<file path="src/rtl/apb_multi_bridge.sv">
// Host memory-interface to APB4 bridge with NUM_SLAVES decoded slave windows.
// Optional ACCESS-phase timeout is enabled by defining APB_TIMEOUT_EN.
module apb_multi_bridge #(
    parameter int          NUM_SLAVES  = 4,
    parameter int          PADDR_W     = 16,
    parameter logic [31:0] BASE_ADDR   = 32'h4000_0000,
    parameter logic [31:0] ERR_RDATA   = 32'hDEAD_BEEF,
    parameter int          TIMEOUT_CYC = 255
) (
    input  logic                       sys_clk,
    input  logic                       rst_n,
    input  logic                       host_valid,
    output logic                       host_ready,
    input  logic [31:0]                host_addr,
    input  logic [31:0]                host_wdata,
    input  logic [3:0]                 host_wstrb,
    output logic [31:0]                host_rdata,
    output logic                       host_err,
    output logic [PADDR_W-1:0]         apb_paddr,
    output logic                       apb_pwrite,
    output logic                       apb_penable,
    output logic [3:0]                 apb_pstrb,
    output logic [31:0]                apb_pwdata,
    output logic [NUM_SLAVES-1:0]      apb_psel,
    input  logic [32*NUM_SLAVES-1:0]   apb_prdata,
    input  logic [NUM_SLAVES-1:0]      apb_pready,
    input  logic [NUM_SLAVES-1:0]      apb_pslverr
);

    localparam int SEL_W  = (NUM_SLAVES > 1) ? $clog2(NUM_SLAVES) : 1;
    localparam int TOP_LO = PADDR_W + SEL_W;

    generate
        if (NUM_SLAVES < 1 || NUM_SLAVES > 16 || PADDR_W < 1 || TOP_LO > 31 ||
            TIMEOUT_CYC < 1 || TIMEOUT_CYC > 65535) begin : g_bad_param
            $error("apb_multi_bridge: parameter out of range");
        end
    endgenerate

    typedef enum logic [1:0] {
        S_IDLE,
        S_SETUP,
        S_ACCESS,
        S_RESP
    } state_t;

    state_t                  r_state;
    logic [SEL_W-1:0]        r_idx;
    logic                    r_host_ready;
    logic [31:0]             r_host_rdata;
    logic                    r_host_err;
    logic [PADDR_W-1:0]      r_paddr;
    logic                    r_pwrite;
    logic                    r_penable;
    logic [3:0]              r_pstrb;
    logic [31:0]             r_pwdata;
    logic [NUM_SLAVES-1:0]   r_psel;

    logic [SEL_W-1:0]        w_idx;
    logic                    w_hit;
    logic [NUM_SLAVES-1:0]   w_onehot;
    logic [31:0]             w_prdata [NUM_SLAVES];
    logic [31:0]             w_sel_rdata;
    logic                    w_sel_ready;
    logic                    w_sel_err;
    logic                    w_is_write;

`ifdef APB_TIMEOUT_EN
    localparam logic [15:0] TO_LAST = 16'(TIMEOUT_CYC - 1);
    logic [15:0]             r_tcnt;
`endif

    // Window decode: upper bits must match the region base, index must name a real port.
    assign w_idx      = host_addr[PADDR_W +: SEL_W];
    assign w_hit      = (host_addr[31:TOP_LO] == BASE_ADDR[31:TOP_LO]) &&
                        (32'(w_idx) < NUM_SLAVES);
    assign w_onehot   = NUM_SLAVES'(1) << w_idx;
    assign w_is_write = |host_wstrb;

    genvar gi;
    generate
        for (gi = 0; gi < NUM_SLAVES; gi++) begin : g_prdata
            assign w_prdata[gi] = apb_prdata[32*gi +: 32];
        end
    endgenerate

    // Only the latched slave's response lines are ever looked at.
    assign w_sel_rdata = w_prdata[r_idx];
    assign w_sel_ready = apb_pready[r_idx];
    assign w_sel_err   = apb_pslverr[r_idx];

    always_ff @(posedge sys_clk or negedge rst_n) begin
        if (!rst_n) begin
            r_state      <= S_IDLE;
            r_idx        <= '0;
            r_host_ready <= 1'b0;
            r_host_rdata <= '0;
            r_host_err   <= 1'b0;
            r_paddr      <= '0;
            r_pwrite     <= 1'b0;
            r_penable    <= 1'b0;
            r_pstrb      <= '0;
            r_pwdata     <= '0;
            r_psel       <= '0;
`ifdef APB_TIMEOUT_EN
            r_tcnt       <= '0;
`endif
        end else begin
            case (r_state)
                S_IDLE: begin
                    if (host_valid) begin
                        if (w_hit) begin
                            r_idx     <= w_idx;
                            r_paddr   <= host_addr[PADDR_W-1:0];
                            r_pwrite  <= w_is_write;
                            r_pstrb   <= host_wstrb;
                            r_pwdata  <= w_is_write ? host_wdata : 32'h0;
                            r_psel    <= w_onehot;
                            r_penable <= 1'b0;
                            r_state   <= S_SETUP;
                        end else begin
                            r_host_rdata <= ERR_RDATA;
                            r_host_err   <= 1'b1;
                            r_host_ready <= 1'b1;
                            r_state      <= S_RESP;
                        end
                    end
                end
                S_SETUP: begin
                    r_penable <= 1'b1;
`ifdef APB_TIMEOUT_EN
                    r_tcnt    <= '0;
`endif
                    r_state   <= S_ACCESS;
                end
                S_ACCESS: begin
                    // pready is checked first so a response on the limit cycle still completes normally.
                    if (w_sel_ready) begin
                        r_host_rdata <= r_pwrite ? 32'h0 : w_sel_rdata;
                        r_host_err   <= w_sel_err;
                        r_host_ready <= 1'b1;
                        r_psel       <= '0;
                        r_penable    <= 1'b0;
                        r_state      <= S_RESP;
                    end
`ifdef APB_TIMEOUT_EN
                    else if (r_tcnt == TO_LAST) begin
                        r_host_rdata <= ERR_RDATA;
                        r_host_err   <= 1'b1;
                        r_host_ready <= 1'b1;
                        r_psel       <= '0;
                        r_penable    <= 1'b0;
                        r_state      <= S_RESP;
                    end else begin
                        r_tcnt <= r_tcnt + 16'd1;
                    end
`endif
                end
                S_RESP: begin
                    r_host_ready <= 1'b0;
                    r_host_rdata <= '0;
                    r_host_err   <= 1'b0;
                    r_state      <= S_IDLE;
                end
                default: r_state <= S_IDLE;
            endcase
        end
    end

    assign host_ready  = r_host_ready;
    assign host_rdata  = r_host_rdata;
    assign host_err    = r_host_err;
    assign apb_paddr   = r_paddr;
    assign apb_pwrite  = r_pwrite;
    assign apb_penable = r_penable;
    assign apb_pstrb   = r_pstrb;
    assign apb_pwdata  = r_pwdata;
    assign apb_psel    = r_psel;

endmodule
</file>
<file path="config.mk">
export PLATFORM = sky130hd
export DESIGN_NAME = apb_multi_bridge
export DESIGN_NICKNAME = d
export VERILOG_FILES = /design/src/rtl/apb_multi_bridge.sv
export SDC_FILE = /design/constraint.sdc
export NUM_CORES = 1
export LEC_CHECK = 0
export CAP_MARGIN = 10
export CORE_MARGIN = 2
export CORE_UTILIZATION = 41
export CTS_CLUSTER_SIZE = 25
export DETAILED_ROUTE_END_ITERATION = 10
export GPL_ROUTABILITY_DRIVEN = 0
export GPL_TIMING_DRIVEN = 0
export PLACE_DENSITY_LB_ADDON = 0.05
export RECOVER_POWER = 50
export SETUP_SLACK_MARGIN = 0.4
export SLEW_MARGIN = 20
export SYNTH_ARGS = -nofsm -noshare
export SYNTH_HDL_FRONTEND = slang
export SYNTH_SLANG_ARGS = --single-unit
export TNS_END_PERCENT = 5
</file>
<file path="constraint.sdc">
create_clock -name sys_clk -period 5 [get_ports sys_clk]
set_input_delay 0.5 -clock sys_clk [delete_from_list [all_inputs] [get_ports sys_clk]]
set_output_delay 0.5 -clock sys_clk [all_outputs]
set_load 0.01 [all_outputs]
</file>
==> results.toml, run 1 <==
[timing]
finalCritPeriodShare_pct = 58.1
hold_slack_ns = 0.500
worst_slew_pin_slew_ns = 2.67
slew_headroom_pct = -78.1
final_hold_viol_count = 0
maxSlewViolCount = 47
rsz0062_at_grt = "false"
finalCriticalPeriod_ns = 2.90
fin_ws_ns = 2.10
setup-tns-final_ns = 0
fin_skew_ns = 0.00732
fmax_mhz = 344
setup_violations = 0

[cts]
h-tree-depth = 3
clock-root-buffer = "clkbuf_16"
ctsLongestPathBuffers = 2
cts_hold_buf = 0
cts_tree = "done"
cts.sinks = 96
clock_latency_ns = 0.34
path_clk_slew_ns = 0.07
post_cts_resize_count = 0
post_cts_buffers = 0
cts_made_buffers = 9

[global_routing]
grt_pass1_vias = 4638
grt_pass1_wl_mm = 24.0
grt_most_used_layer = "met2"
grt_overflow = 0
grt_util_met2_pct = 42.9
grtUsageMet3_pct = 6.69
antenna_found_initial = 0
track_usage_pct = 23.5
grt_max_degree = 51
met1_usage_pct = 25.9

[placement]
placed_cell_area_um2 = 8240
dp.cells = 842
dp_hpwl_mm = 12.6
io_buffers = 298
place_ws_ns = 2.03

[setup_path]
arrival_ns = 3.13
r2r_start = "r_state[0]$_DFFE_PN0P_"
cp_max_fo = 10
worst_setup_path_end_kind = "flip-flop"
rr_worst_depth = 9
r2r_end = "host_rdata[30]$_DFFE_PN0P_"
worstPathRequired_ns = 5.22
start_kind = "flip-flop"
crit_type = "flip-flop to flip-flop"
ff2ff_setup_slack_ns = 2.10

[outcome]
status = "finished with violations"
violations = "capacitance limit, slew limit"

[route]
drt_wl_total_mm = 15.7
viasPerCell = 5.13
final_antenna_net_count = 0
drc_errors = 0
vias = 4401
drtIter0Drc = 143
drtPass1Iterations = 6
drt-wirelength-per-cell_um = 18.3

[synthesis]
syn_area_um2 = 5050
synth_top_cell_area_share_pct = 47.6
ys.warnings.count = 0
synthFlopType = "dfrtp_1"
avgSynthCellArea_um2 = 12.7
yosys.area.top_type = "dfrtp_1"
async_flop_share_pct = 100
yosysSeqAreaShare_pct = 47.6
synth.area.top_cells = "dfrtp_1 48%, mux4_2 15%, mux2_2 12%, a21bo_1 5.7%, nand2_1 4.5%"
synthesis.nets = 608
synth-edff-count = 0
ys_seq_elements = 96
synth_cell_types = 33
syn_inst = 396

[cells_and_area]
drive_gt1_share_pct = 17.9
final_cell_area_um2 = 8530
layout_common_cells = "251 x clkdlybuf4s50_1, 96 x dfrtp_1, 61 x nand2_1, 54 x mux2_2, 46 x dlygate4sd3_1"
nets = 918
syn_to_final_growth_pct = 69.0
layout_commonest_cell = "clkdlybuf4s50_1"
layout.cells.non_filler = 858
nFillCells = 913
antennaDiodeCount = 0

[worst_hold_path]
holdPathStages = 1
min_from = "host_rdata[9]$_DFFE_PN0P_"
min_path_type = "flip-flop to flip-flop"
whs_endpoint = "host_rdata[9]$_DFFE_PN0P_"

[floorplan]
die-area_um2 = 13200
core_um2 = 12000
io_pins = 299
die_h_um = 115
die_w_um = 115
rows = 40
start_util_pct = 42.0

[power]
leakage_uw = 0.00391
peakVddDrop_mv = 0.198
powerDensity_nw_per_um2 = 359

[job]
maxCapViolCount = 1
==> Yosys cell counts, types with 2 or more instances <==
library cell  number
dfrtp_1           96
nand2_1           61
mux2_2            54
mux4_2            33
o21ai_0           33
a21bo_1           29
clkbuf_1          17
inv_1             12
mux2i_1            9
buf_2              8
ha_1               5
nand2b_1           5
buf_6              4
a21bo_2            3
nor2_1             3
nor4_1             3
or4_4              3
a21o_1             2
nor3b_1            2
==> stage by stage <==
| stage | util [%] | total power [uW] |
|---|---|---|
| after floorplan | - | 1790 |
| after global placement | 68.4 | 2390 |
| after detailed placement | 68.6 | 2430 |
| after CTS | 71.1 | 3130 |
| after global routing | 71.1 | 3250 |
| final | 71.1 | 3060 |
==> power by group <==
part           internal (uW)  switching [uW]  total [uW]
clock                    365             323         688
sequential               935            73.2        1010
combinational            755             613        1370
==> flip-flops by register name (all words and copies together) (netlist names) <==
signal       cells
apb_pwdata      32
host_rdata      32
apb_paddr       16
apb_psel         4
apb_pstrb        4
r_idx            2
r_state          2
apb_penable      1
apb_pwrite       1
host_err         1
host_ready       1
==> area by class of cell <==
type	count	area (um^2)	area share (%)
repair buffers	299	3000	35.2
multi-input cells	257	2440	28.6
flip-flops and latches	96	2400	28.1
clock buffers	10	239	2.80
well taps	147	184	2.16
plain buffers	31	160	1.88
clock inverters	6	58.8	0.689
inverters	12	45.0	0.528
==> worst max-delay path, cell delays in order, from the launching register on <==
cell and delay, ns:
dfrtp_1 0.42, inv_1 0.12, ha_1 0.17, clkbuf_1 0.33, or2_2 0.18, buf_1 0.31
nor2_1 0.09, nor3_2 0.42, buf_2 0.36, mux2_2 0.38
==> kinds of logic (layout without fill, tap and decap cells) <==
| family | after synthesis | in the layout | synth area share, % |
|---|---|---|---|
| multiplexers | 96 | 96 | 28.6 |
| adder cells (fa/ha/maj) | 5 | 5 | 1.24 |
| flip-flops | 96 | 96 | 47.6 |
| buffers and inverters | 43 | 358 | 4.06 |
| AND/OR/NAND/NOR | 85 | 85 | 8.05 |
| AO/OA/AOI/OAI | 71 | 71 | 10.5 |
==> how the worst max path moves through the flow <==
stage / startpoint / end / slack, ns / cells past startpoint
2_1_floorplan: host_addr[19] / apb_psel[0]$_DFFE_PN0P_ / 2.63 / 5
3_3_place_gp: rst_n / apb_pwdata[22]$_DFFE_PN0P_ / -0.15 / 1
3_5_place_dp: host_addr[23] / apb_pwdata[10]$_DFFE_PN0P_ / 2.03 / 7
4_1_cts: r_state[0]$_DFFE_PN0P_ / host_rdata[30]$_DFFE_PN0P_ / 2.09 / 9
5_1_grt: r_state[0]$_DFFE_PN0P_ / host_rdata[30]$_DFFE_PN0P_ / 1.86 / 9
6_report: r_state[0]$_DFFE_PN0P_ / host_rdata[30]$_DFFE_PN0P_ / 2.10 / 9
==> per-layer routing <==
metal | up-vias | part of all wire, %
li1 | 2040 | -
met1 | 2147 | 37
met2 | 189 | 52
met3 | 25 | 9.3
met4 | 0 | 2.1
met5 | - | 0
No activity file was read; power rests on OpenSTA's default activity.
==> inputs of run 2 (changes only) <==
--- a/config.mk
+++ b/config.mk
@@ -7,7 +7,7 @@
 export LEC_CHECK = 0
 export CAP_MARGIN = 10
 export CORE_MARGIN = 2
-export CORE_UTILIZATION = 41
+export CORE_UTILIZATION = 35
 export CTS_CLUSTER_SIZE = 25
 export DETAILED_ROUTE_END_ITERATION = 10
 export GPL_ROUTABILITY_DRIVEN = 0
==> constraint.sdc (replaced) <==
create_clock -name sys_clk -period 2.6 [get_ports sys_clk]
set_input_delay 0.26 -clock sys_clk [delete_from_list [all_inputs] [get_ports sys_clk]]
set_output_delay 0.26 -clock sys_clk [all_outputs]
set_load 0.01 [all_outputs]
==> run 2 against run 1 <==
- power up 110%
- flip-flop and latch count unchanged
- utilization down 7.3 points
- the run now ends clean
- critical path depth down 3
- register-to-register slack worse by 1.7 ns
- clock-buffer cell count up 1
- worst hold slack worse by 0.0046 ns
- combinational power up 110%
- wire length up 4.7%
- first-iteration DRC count up 11%
- final cell count up 5.1%
==> results.toml, run 2 (same netlist as run 1, synthesis figures left out) <==
[cts]
ctsLongestPathBuffers = 2
clock_latency_ns = 0.34
cts_tree = "done"
cts_made_buffers = 9
h-tree-depth = 3
clock-root-buffer = "clkbuf_16"
path_clk_slew_ns = 0.07
cts.sinks = 96

[setup_path]
crit_type = "input pin to flip-flop"
worstPathRequired_ns = 2.83
start_kind = "input pin"
rr_worst_depth = 9
arrival_ns = 2.41
worst_setup_path_end_kind = "flip-flop"
cp_max_fo = 8

[power]
powerDensity_nw_per_um2 = 707
netSwitchingPower_uw = 1980
switching_share_pct = 31.4
leakage_uw = 0.00415
internal_power_uw = 4320
peakVddDrop_mv = 0.364
combPwrFrac_pct = 46.7
sequentialPowerShare_pct = 30.9
power_frac_clock_pct = 22.4

[route]
drt_wl_total_mm = 16.5
dr_wl_met3_mm = 1.49
drtPass1Iterations = 4
drt-wirelength-per-cell_um = 18.3
wl_met2_mm = 8.71
drtIter0Drc = 159
viasPerCell = 4.87
vias = 4397
final_antenna_net_count = 0
drc_errors = 0
top_layer = "met4"
wl_met1_mm = 6.07

[floorplan]
io_pins = 299
die-area_um2 = 15400
rows = 43
start_util_pct = 36.1
die_h_um = 124
die_w_um = 124
core_um2 = 14000

[placement]
io_buffers = 298
dp_hpwl_mm = 12.7
place_ws_ns = -0.396

[global_routing]
grt_pass1_vias = 4681
grt_max_degree = 54
antenna_found_initial = 0
grt_overflow = 0
track_usage_pct = 20.7
grt_pass1_wl_mm = 24.2

[cells_and_area]
syn_to_final_growth_pct = 76.5
layout_common_cells = "243 x clkdlybuf4s50_1, 96 x dfrtp_1, 60 x nand2_1, 50 x mux2_2, 47 x dlygate4sd3_1"
antennaDiodeCount = 0
nets = 929
regArea_um2 = 2400
post-route-util_pct = 63.7
drive_gt1_share_pct = 21.3
layout_commonest_cell = "clkdlybuf4s50_1"
nFillCells = 1139
multi_input_area_um2 = 2540

[outcome]
status = "finished, final reports clean"

[timing]
finalCritPeriodShare_pct = 84.1
fin_skew_ns = 0.00580
slew_headroom_pct = 21.4
finalCriticalPeriod_ns = 2.19
maxSlewViolCount = 0
final_hold_viol_count = 0
rsz0062_at_grt = "true"
fmax_mhz = 457
worst_slew_pin_slew_ns = 1.18
setup-tns-final_ns = 0
fin_ws_ns = 0.412
setup_violations = 0

[worst_hold_path]
holdPathStages = 2
min_path_type = "input pin to flip-flop"

[job]
maxCapViolCount = 0
run 2: changes by cell type in the layout (fill, tap and decap cells not counted), moves of 6 or more:
cell,before,now
dlymetal6s2s_1,0,8
o21ai_0,33,13
buf_4,1,7
o21ai_1,0,18
clkdlybuf4s50_1,251,243
clkbuf_1,18,12
run 2: power by group through the flow:
stage                     Sequential, uW  Combinational [uW]  Clock (uW)
after floorplan                     2090                1400           0
after global placement              1970                2690           0
after detailed placement            1990                2760           0
after CTS                           1960                2930        1450
after global routing                1990                3210        1510
final                               1950                2940        1410
run 2: timing repair:
action	4_1_cts	5_1_grt
hold buffers	1	0
cloned	0	4
pin swaps	4	8
endpoints found under the setup margin	91	79
endpoints found under the hold margin	43	0
setup buffers	5	1
resized for setup	36	34
run 2: critical path, cell delays in order:
cell	delay, ns
clkdlybuf4s50_1	0.41
or4_4	0.52
or4_4	0.50
buf_8	0.16
a21oi_4	0.24
mux2_4	0.32
run 2: layer usage:
layer | vias to the layer above | GRT usage (%)
met4 | 0 | 6.39
met3 | 16 | 5.72
li1 | 2067 | -
met5 | - | 0
met1 | 2141 | 22.6
met2 | 173 | 38.6
run 2: area by class of cell:
class	instances	area share, %
Buffer	31	2.51
Clock buffer	11	2.61
Clock inverter	5	0.913
Inverter	12	0.505
Multi-Input combinational cell	257	28.5
Sequential cell	96	27.0
Tap cell	180	2.53
Timing Repair Buffer	310	35.5
run 2: final timing paths:
path / startpoint / to / slack (ns)
max: host_addr[21] / apb_psel[1]$_DFFE_PN0P_ / 0.41
min: host_wdata[13] / apb_pwdata[13]$_DFFE_PN0P_ / 0.49
max reg2reg: r_state[0]$_DFFE_PN0P_ / host_rdata[23]$_DFFE_PN0P_ / 0.44
min reg2reg: apb_paddr[5]$_DFFE_PN0P_ / apb_paddr[5]$_DFFE_PN0P_ / 0.49
max in group asynchronous: rst_n / host_rdata[0]$_DFFE_PN0P_ / 1.08
min in group asynchronous: rst_n / apb_pstrb[3]$_DFFE_PN0P_ / 0.68
run 2: stage by stage:
stage	area [um^2]	hold slack (ns)	power, uW	cells
floorplan	5060	-0.0356	3490	396
global placement	8270	0.489	4670	874
detailed placement	8300	0.216	4750	875
CTS	8760	0.410	6340	897
global route	8910	0.489	6710	902
finish	8910	0.495	6300	902
